File: src/rtl/pwm_pkg.sv
// Shared constants for the PWM sequencer: FSM state encoding, entry-table
// depth and the width of the per-entry repeat count.
package pwm_pkg;

    localparam int unsigned TABLE_DEPTH = 4;
    localparam int unsigned IDX_BITS    = 2;
    localparam int unsigned REPEAT_BITS = 4;
    localparam int unsigned STATE_BITS  = 2;

    localparam logic [STATE_BITS-1:0] ST_IDLE = 2'd0;
    localparam logic [STATE_BITS-1:0] ST_LOAD = 2'd1;
    localparam logic [STATE_BITS-1:0] ST_RUN  = 2'd2;

endpackage

File: src/rtl/pwm_prescaler.sv
// Clock prescaler: counts 0..final_value while enabled and raises tick in the
// clock where the count equals final_value, then wraps to 0.
// Ports:
//   clk, reset   - clock, synchronous active-high reset
//   enable       - count while high
//   clear        - synchronous clear of the count
//   final_value  - last count value (tick period = final_value+1 clocks)
//   tick         - combinational, high in the last clock of each prescale period
module pwm_prescaler #(
    parameter int unsigned WIDTH = 4
) (
    input  logic             clk,
    input  logic             reset,
    input  logic             enable,
    input  logic             clear,
    input  logic [WIDTH-1:0] final_value,
    output logic             tick
);

    logic [WIDTH-1:0] count;

    assign tick = enable && (count == final_value);

    always_ff @(posedge clk) begin
        if (reset || clear) begin
            count <= '0;
        end else if (enable) begin
            count <= tick ? '0 : count + WIDTH'(1);
        end
    end

endmodule

File: src/rtl/pwm_sequencer.sv
// PWM sequencer: plays up to four {duty, repeat} table entries in order, each
// for (repeat+1) PWM periods, optionally looping over the sequence.
// Ports:
//   clk, reset               - clock, synchronous active-high reset
//   start, stop              - level commands (stop has priority)
//   prescale                 - tick every prescale+1 clocks, latched on start
//   loop                     - repeat sequence, sampled at last-entry end
//   num_entries              - index of last entry, latched on start
//   wr_en/wr_addr/wr_duty/wr_repeat - entry-table write port
//   pwm_out                  - registered PWM waveform
//   busy, seg_idx, seq_done  - status: active, current entry, completion pulse
module pwm_sequencer
    import pwm_pkg::*;
#(
    parameter int unsigned TIMER_BITS = 4,
    parameter int unsigned PWM_BITS   = 8
) (
    input  logic                   clk,
    input  logic                   reset,
    input  logic                   start,
    input  logic                   stop,
    input  logic [TIMER_BITS-1:0]  prescale,
    input  logic                   loop,
    input  logic [IDX_BITS-1:0]    num_entries,
    input  logic                   wr_en,
    input  logic [IDX_BITS-1:0]    wr_addr,
    input  logic [PWM_BITS-1:0]    wr_duty,
    input  logic [REPEAT_BITS-1:0] wr_repeat,
    output logic                   pwm_out,
    output logic                   busy,
    output logic [IDX_BITS-1:0]    seg_idx,
    output logic                   seq_done
);

    localparam logic [PWM_BITS-1:0] PWM_MAX = {PWM_BITS{1'b1}};

    logic [STATE_BITS-1:0]  state;
    logic [STATE_BITS-1:0]  state_nx;
    logic [IDX_BITS-1:0]    seg_nx;
    logic                   done_nx;
    logic                   pwm_nx;

    logic [TIMER_BITS-1:0]  prescale_q;
    logic [IDX_BITS-1:0]    num_q;
    logic [PWM_BITS-1:0]    active_duty;
    logic [REPEAT_BITS-1:0] active_repeat;
    logic [PWM_BITS-1:0]    pwm_cnt;
    logic [REPEAT_BITS-1:0] rep_cnt;

    logic [PWM_BITS-1:0]    duty_tbl [TABLE_DEPTH];
    logic [REPEAT_BITS-1:0] rep_tbl  [TABLE_DEPTH];

    logic tick;
    logic accept_c;
    logic period_end_c;
    logic seg_end_c;

    pwm_prescaler #(
        .WIDTH(TIMER_BITS)
    ) u_prescaler (
        .clk        (clk),
        .reset      (reset),
        .enable     (state == ST_RUN),
        .clear      (state == ST_LOAD),
        .final_value(prescale_q),
        .tick       (tick)
    );

    assign accept_c     = (state == ST_IDLE) && start && !stop;
    assign period_end_c = (state == ST_RUN) && tick && (pwm_cnt == PWM_MAX);
    assign seg_end_c    = period_end_c && (rep_cnt == active_repeat);

    // Next-state, next entry index and next registered outputs
    always_comb begin
        state_nx = state;
        seg_nx   = seg_idx;
        done_nx  = 1'b0;
        pwm_nx   = (state == ST_RUN) && (pwm_cnt < active_duty);
        case (state)
            ST_IDLE: begin
                if (accept_c) begin
                    state_nx = ST_LOAD;
                    seg_nx   = '0;
                end
            end
            ST_LOAD: begin
                state_nx = ST_RUN;
            end
            ST_RUN: begin
                if (seg_end_c) begin
                    if (seg_idx < num_q) begin
                        seg_nx   = seg_idx + IDX_BITS'(1);
                        state_nx = ST_LOAD;
                    end else if (loop) begin
                        seg_nx   = '0;
                        state_nx = ST_LOAD;
                    end else begin
                        state_nx = ST_IDLE;
                        done_nx  = 1'b1;
                    end
                end
            end
            default: begin
                state_nx = ST_IDLE;
            end
        endcase
        // Abort wins over every transition and silences the output at once
        if (stop) begin
            state_nx = ST_IDLE;
            seg_nx   = seg_idx;
            done_nx  = 1'b0;
            pwm_nx   = 1'b0;
        end
    end

    // State register and registered outputs
    always_ff @(posedge clk) begin
        if (reset) begin
            state    <= ST_IDLE;
            seg_idx  <= '0;
            seq_done <= 1'b0;
            pwm_out  <= 1'b0;
            busy     <= 1'b0;
        end else begin
            state    <= state_nx;
            seg_idx  <= seg_nx;
            seq_done <= done_nx;
            pwm_out  <= pwm_nx;
            busy     <= (state_nx != ST_IDLE);
        end
    end

    // Datapath: latched command fields, active entry copy and counters
    always_ff @(posedge clk) begin
        if (reset) begin
            prescale_q    <= '0;
            num_q         <= '0;
            active_duty   <= '0;
            active_repeat <= '0;
            pwm_cnt       <= '0;
            rep_cnt       <= '0;
        end else begin
            if (accept_c) begin
                prescale_q <= prescale;
                num_q      <= num_entries;
            end
            if (state == ST_LOAD) begin
                // Snapshot so later table writes cannot disturb this segment
                active_duty   <= duty_tbl[seg_idx];
                active_repeat <= rep_tbl[seg_idx];
                pwm_cnt       <= '0;
                rep_cnt       <= '0;
            end else if ((state == ST_RUN) && tick) begin
                pwm_cnt <= pwm_cnt + PWM_BITS'(1);
                if (period_end_c && !seg_end_c) begin
                    rep_cnt <= rep_cnt + REPEAT_BITS'(1);
                end
            end
        end
    end

    // Entry table, writable in any state
    always_ff @(posedge clk) begin
        if (reset) begin
            for (int i = 0; i < TABLE_DEPTH; i++) begin
                duty_tbl[i] <= '0;
                rep_tbl[i]  <= '0;
            end
        end else if (wr_en) begin
            duty_tbl[wr_addr] <= wr_duty;
            rep_tbl[wr_addr]  <= wr_repeat;
        end
    end

endmodule

File: config.mk
export PLATFORM = sky130hd
export DESIGN_NAME = pwm_sequencer
export DESIGN_NICKNAME = d
export VERILOG_FILES = /design/src/rtl/pwm_pkg.sv /design/src/rtl/pwm_prescaler.sv /design/src/rtl/pwm_sequencer.sv
export SDC_FILE = /design/constraint.sdc
export NUM_CORES = 1
export LEC_CHECK = 0
export BUFFER_PORTS_ARGS = -buffer_cell sky130_fd_sc_hd__buf_4
export CAP_MARGIN = 30
export CORE_MARGIN = 2
export CORE_UTILIZATION = 35
export CTS_CLUSTER_SIZE = 28
export DETAILED_ROUTE_END_ITERATION = 8
export GPL_ROUTABILITY_DRIVEN = 0
export PLACE_DENSITY_LB_ADDON = 0.25
export SETUP_SLACK_MARGIN = 0.5
export SYNTH_ARGS = -nofsm -noshare
export SYNTH_HDL_FRONTEND = slang
export SYNTH_SLANG_ARGS = --single-unit
File: constraint.sdc
create_clock -name clk -period 2.1 [get_ports clk]
set_input_delay 0.42 -clock clk [delete_from_list [all_inputs] [get_ports clk]]
set_output_delay 0.42 -clock clk [all_outputs]
set_load 0.01 [all_outputs]
==> results of run 1 <==
==> synthesized netlist by cell type (all sizes together) (7+ instances only) <==
library cell  instances  area [um2]
nand3                 7        47.6
and2                 50         314
ha                   11         138
a21oi                25         125
inv                  11        41.3
mux4                 12         270
dfxtp                41         821
nand2                53         199
nor2                 12        45.0
xor2                 11        96.3
clkbuf               15        56.3
edfxtp               48        1440
==> metal layers <==
| metal | part of all wire | track usage |
|---|---|---|
| met1 | 0.43 | 0.171 |
| met2 | 0.52 | 0.238 |
| met3 | 0.037 | 0.0445 |
| met4 | 0.010 | 0.0374 |
| met5 | 0 | 0 |
==> timing repair <==
action | in CTS | in global routing
cloned | 1 | 0
gates resized for setup | 11 | 7
setup endpoints to repair | 11 | 19
buffers inserted | 3 | 1
pin swaps | 6 | 3
==> kinds of logic (layout without fill, tap and decap cells) <==
group | count (synthesis) | after routing
xor gates and xnor gates | 12 | 12
DFF | 89 | 89
and+or+nand+nor | 164 | 164
buffers and inverters | 30 | 77
AOI/OAI and AO/OA | 51 | 51
muxes | 15 | 15
adders and majority gates | 11 | 11
==> cell usage in the layout, fill, tap and decap left out, drive strengths merged, types with 4 or more instances in the layout <==
cell and n:
and2 50, buf 50, nand2b 6, nand3 7, nor2 12, or3 4, o21ai 6, nor3 5
clkbuf 11, ha 11, xor2 11, edfxtp 48, inv 14, mux4 12, dfxtp 41, nand2 53
a21oi 25
==> flip-flops by register name, summed over array words and instances, names as in the netlist, 4 cells and up <==
signal,flops
u_prescaler.count,4
duty_tbl,32
rep_cnt,4
pwm_cnt,8
rep_tbl,16
prescale_q,4
active_repeat,4
active_duty,8
==> where the power goes <==
part,internal (mW),total [mW],switching (mW)
clock network,1.01,1.71,0.702
logic,0.116,0.240,0.124
registers,1.92,1.94,0.0251
==> worst paths after layout <==
kind               endpoint  cells after the start  slack (ns)                 start
max              pwm_cnt[6]                      6        0.44  u_prescaler.count[3]
min           prescale_q[2]                      3        0.33           prescale[2]
min reg2reg  active_duty[3]                      2        0.46        active_duty[3]
max reg2reg      pwm_cnt[6]                      6        0.44  u_prescaler.count[3]
==> stage by stage <==
stage	cells	total power, mW
floorplan	372	2.10
global placement	541	2.21
detailed placement	541	2.22
CTS	561	3.94
global route	562	4.05
finish	562	3.89
==> area by class of cell <==
| type | instances | area share |
|---|---|---|
| flip-flops and latches | 89 | 0.455 |
| multi-input cells | 253 | 0.361 |
| repair buffers | 50 | 0.0761 |
| inverters | 11 | 0.00826 |
| clock buffers | 11 | 0.0505 |
| clock inverters | 5 | 0.0135 |
| well taps | 143 | 0.0358 |
==> critical path: stages, from the launching register on <==
cell and delay, ns:
dfxtp_2 0.33, xor2_1 0.18, nor4_4 0.32, buf_6 0.17, nand3_4 0.10, or4_4 0.43
nand2_1 0.07
==> key figures, run 1 <==
Global route
  – Vias in the first global route: 2795
  – GR Util All Layers: 0.139
  – Initial antenna violation count: 0
  – First-pass GRT wire length: 13.8 mm
  – Total global routing overflow: 0
  – Largest net degree at the start of global routing: 18

Worst setup path
  – Startpoint types: register
  – Critical Path RT: 2.39 ns
  – WP data arrival: 1.95 ns
  – CP Capture Type: register
  – CP max FO: 7
  – Worst Path Class, Setup: register to register

Layout
  – Register area: 2270 um2
  – Finished Cell Area: 5000 um2
  – Antenna fix cells: 0
  – Multi-input gate area: 1810 um2
  – # fillers: 1128
  – Share of cells above drive strength 1: 0.253
  – Nets: 451
  – Area growth syn-to-layout: 20.5%
  – Final core occ: 0.434

Pwr
  – Power Density: 778 nW/um2
  – LEAKAGE: 1.90 nW
  – Maximum VDD drop: 0.000546 V

Die
  – Io pins: 31
  – Starting Density: 0.360
  – # rows: 39
  – Core area: 11500 um2
  – DIE AREA: 12700 um2
  – Die height: 113 um
  – Chip width: 113 um

Timing
  – Setup TNS: 0 ns
  – RSZ-0062 raised after global routing: yes
  – # setup viols final: 0
  – Clock skew: 0.00983 ns
  – Minimum clock period: 1.66 ns
  – Max-slew violation count: 0
  – Rel. slew slack: 0.687
  – Slew @ Worst Pin: 0.468 ns
  – Final Hold Slack: 0.326 ns
  – F_max: 0.601 GHz
  – Tcrit/Tclk final: 0.792
  – Final worst slack: 0.437 ns
  – Fin. Hold Viols: 0

Clock network
  – Reg clk slew, reported paths: 0.07 ns
  – H-tree depth: 3
  – Number of clock sinks: 89
  – CTS Hold Buffers Added: 0
  – Root Buffer: clkbuf_16
  – Number of CTS-inserted buffers: 9
  – CTS tree: yes
  – CTS Buffer Depth: 2
  – Clock latency on the worst-skew pair: 0.34 ns

Yosys
  – Mean Syn Cell Area: 11.2 um2
  – Synth Area in Compound Gates: 0.0754
  – Syn nets: 409
  – Synth Instances: 372
  – Sequential element share of the synthesized area: 0.545
  – EDFF count, synth: 48
  – Most used DFF post-synth: edfxtp_1
  – XOR/XNOR share of the synthesized area: 0.0253
  – Yosys Warn Count: 0
  – Post-synthesis mux area share: 0.0727
  – Simple-gate share of the synthesized area: 0.220
  – Largest family of logic cells by synthesized area: simple AND/OR/NAND/NOR gates
  – Synth Cell Area: 4150 um2
  – Netlist cell types: 49
  – FF+latch count, synth: 89
  – Post-Synth Adder-Cell Area: 0.0332
  – Asr flop ratio synth: 0

Placement
  – HPWL after DPL: 5.76 mm
  – PortBufs: 30
  – Dpl cell area: 4590 um2
  – Pre-CTS setup slack: 0.329 ns

Detailed routing
  – Drt first-iter violations: 65
  – DRC viols: 2
  – WL/cell: 14.7 um
  – Routed WL: 8.25 mm
  – Pre-Repair DR Iteration Count: 6
  – Via/cell ratio: 4.93
  – Via count: 2772
  – Final ANT Viol Nets: 0

Worst hold path
  – Hold crit path type: input port to register

Job
  – Max Cap Viol: 0

Run status
  – Status: finished, violations left
  – Failing checks: DRC
Power figures use the tool's default switching activity.
==> run 2: changes to the inputs <==
==> constraint.sdc (replaced) <==
create_clock -name clk -period 1.3 [get_ports clk]
set_input_delay 0.26 -clock clk [delete_from_list [all_inputs] [get_ports clk]]
set_output_delay 0.26 -clock clk [all_outputs]
set_load 0.01 [all_outputs]
==> run 2 against run 1 <==
The flow finishes with violations (setup timing). Count of clock-buffer cells in the layout fell by 2. Clock skew rose by 0.0014 ns. Critical path type unchanged. Utilization rose by 8.2 points. Sequential share of layout area fell by 7.0 points. First-iteration DRC count rose by 69%. Non-clock buffer count rose by 58. Cell count rose by 11%. Largest cell class unchanged.
==> key figures, run 2 (synthesized netlist as in run 1, its figures left out) <==
Placement
  – Pre-CTS setup slack: -0.362 ns (was 0.329 ns)
  – Placed cells: 582 (was 541)
  – HPWL after DPL: 6.11 mm (was 5.76 mm)
  – PortBufs: 30 (unchanged)

Worst hold path
  – Hold Path Cell Cnt: 3 (unchanged)
  – Hold crit path type: input port to register (unchanged)
  – Hold path startpoint: prescale[0] (was prescale[2])
  – WHS Endpoint: prescale_q[0] (was prescale_q[2])

Worst setup path
  – Cells on worst reg2reg path: 6 (unchanged)
  – Delay-heaviest family, CP: simple AND/OR/NAND/NOR gates (unchanged)
  – Worst r2r dst: pwm_cnt[6] (unchanged)
  – Critical-path cell list: xor2_2 -> nor4_4 -> buf_6 -> nand3_4 -> or4_4 -> nand2_1 (was xor2_1 -> nor4_4 -> buf_6 -> nand3_4 -> or4_4 -> nand2_1)
  – CP Capture Type: register (unchanged)
  – Startpoint types: register (unchanged)
  – R2R Setup Slk: -0.39 ns (was 0.44 ns)
  – WP data arrival: 1.99 ns (was 1.95 ns)
  – WP buf/inv: 1 (unchanged)
  – Worst Path Class, Setup: register to register (unchanged)
  – CP max stage delay: 0.49 ns (was 0.43 ns)
  – Critical Path RT: 1.59 ns (was 2.39 ns)
  – Highest-delay cell along the critical path: or4_4 (unchanged)
  – Reg-to-Reg Start: u_prescaler.count[2] (was u_prescaler.count[3])
  – CP max FO: 8 (was 7)

Detailed routing
  – Routed WL: 9.96 mm (was 8.25 mm)
  – DRC viols: 0 (was 2)
  – Pre-Repair DR Iteration Count: 6 (unchanged)
  – WL/cell: 16.0 um (was 14.7 um)
  – Drt first-iter violations: 110 (was 65)
  – Final ANT Viol Nets: 0 (unchanged)
  – Via count: 3066 (was 2772)
  – Via/cell ratio: 4.92 (was 4.93)

Clock network
  – CTS Hold Buffers Added: 0 (unchanged)
  – Number of CTS-inserted buffers: 9 (unchanged)
  – Root Buffer: clkbuf_16 (unchanged)
  – Number of clock sinks: 89 (unchanged)
  – H-tree depth: 3 (unchanged)
  – CTS Buffer Depth: 2 (unchanged)
  – CTS tree: yes (unchanged)
  – Reg clk slew, reported paths: 0.07 ns (about the same)
  – Clock latency on the worst-skew pair: 0.35 ns (was 0.34 ns)

Layout
  – Max FFs per register: 32 (unchanged)
  – Share of cells above drive strength 1: 0.515 (was 0.253)
  – Reg with most FFs: duty_tbl (unchanged)
  – Antenna fix cells: 0 (unchanged)
  – Post-Layout Cell Count: 623 (was 562)
  – Nets: 513 (was 451)
  – Most common cell after layout, fill and taps aside: buf_4 (was nand2_1)
  – Commonest cells after routing, fill and taps aside: buf_4, edfxtp_1, nand2_1, and2_4, dfxtp_1 (was nand2_1, and2_1, edfxtp_1, buf_4, dfxtp_1)
  – Largest regs: duty_tbl: 32 flops, rep_tbl: 16 flops (unchanged)
  – Area growth syn-to-layout: 43.3% (was 20.5%)
  – # fillers: 1016 (was 1128)

Timing
  – Max-slew violation count: 0 (unchanged)
  – Minimum clock period: 1.69 ns (was 1.66 ns)
  – Rel. slew slack: 0.803 (was 0.687)
  – F_max: 0.591 GHz (was 0.601 GHz)
  – RSZ-0062 raised after global routing: yes (unchanged)
  – Tcrit/Tclk final: 1.30 (was 0.792)
  – Clock skew: 0.0113 ns (was 0.00983 ns)
  – Slew @ Worst Pin: 0.295 ns (was 0.468 ns)
  – Fin. Hold Viols: 0 (unchanged)
  – # setup viols final: 33 (was 0)
  – Final worst slack: -0.392 ns (was 0.437 ns)

Pwr
  – LEAKAGE: 2.32 nW (was 1.90 nW)
  – Maximum VDD drop: 0.000759 V (was 0.000546 V)
  – Power Density: 1020 nW/um2 (was 778 nW/um2)

Global route
  – First-pass GRT wire length: 15.9 mm (was 13.8 mm)
  – GR Util All Layers: 0.165 (was 0.139)
  – Vias in the first global route: 3077 (was 2795)
  – Total global routing overflow: 0 (unchanged)
  – Largest net degree at the start of global routing: 16 (was 18)
  – Initial antenna violation count: 0 (unchanged)

Die
  – DIE AREA: 12700 um2 (unchanged)
  – Io pins: 31 (unchanged)
  – Core area: 11500 um2 (unchanged)
  – # rows: 39 (unchanged)
  – Chip width: 113 um (unchanged)
  – Die height: 113 um (unchanged)
  – Starting Density: 0.360 (unchanged)

Run status
  – Failing checks: setup timing (was DRC)
  – Status: finished, violations left (unchanged)

Job
  – Max Cap Viol: 0 (unchanged)
## run 2: cell types whose count changed in the layout (fill, tap and decap cells not counted), sizes merged, moves of 2 or more
cell      delta
buf         +58
clkinvlp     +3
inv          -3
or2          +3
clkbuf       -2
clkinv       +2
## run 2: stage by stage
step	setup TNS (ns)	total power [mW]	hold WS, ns	util	cell area [um2]
floorplan	-5.56	3.43	0.394	-	4300
global route	-7.62	6.32	0.146	0.516	5940
CTS	-5.28	6.07	0.144	0.497	5720
global placement	-6.32	3.63	0.449	0.432	4980
detailed placement	-6.93	3.64	0.448	0.432	4980
finish	-5.38	6.08	0.140	0.516	5940
## run 2: layout make-up
class | instances | area, um2 | share of cell area
clock buffer | 9 | 225 | 0.0379
sequential | 89 | 2290 | 0.385
clock inverter | 6 | 36.3 | 0.00610
timing repair buffer | 108 | 1000 | 0.169
inverter | 11 | 41.3 | 0.00695
multi-input combinational | 257 | 2170 | 0.365
tap | 143 | 179 | 0.0301
## run 2: power breakdown
group,total (mW),switching (mW),internal [mW]
clock network,2.36,1.09,1.27
registers,3.13,0.0409,3.09
logic,0.587,0.276,0.311
## run 2: worst max-delay path by stage
stage                          from         end  cells after the start
3_5_place_dp   u_prescaler.count[3]  pwm_cnt[6]                      6
2_1_floorplan  u_prescaler.count[3]  pwm_cnt[6]                      5
4_1_cts        u_prescaler.count[3]  pwm_cnt[6]                      6
6_report       u_prescaler.count[2]  pwm_cnt[6]                      6
5_1_grt        u_prescaler.count[2]  pwm_cnt[6]                      6
3_3_place_gp   u_prescaler.count[3]  pwm_cnt[6]                      6
## run 2: what timing repair did
item                       in CTS  in global routing
pin swaps                      14                 21
resized for setup              83                 53
gates cloned                    8                  0
setup endpoints to repair     130                124
hold endpoints to repair        0                  0
setup buffers                   9                  9
## run 2: layer usage
| metal | global-route usage | wire, um | vias to the layer above |
|---|---|---|---|
| met5 | 0 | 0 | - |
| met4 | 0.0772 | 178 | 0 |
| met3 | 0.0348 | 318 | 13 |
| met2 | 0.286 | 5170 | 48 |
| met1 | 0.197 | 4290 | 1469 |
| li1 | - | - | 1536 |
## run 2: worst reg2reg max path, stage by stage (launching register included)
cell,delay [ns]
dfxtp_2,0.34
xor2_2,0.18
nor4_4,0.28
buf_6,0.17
nand3_4,0.10
or4_4,0.49
nand2_1,0.07
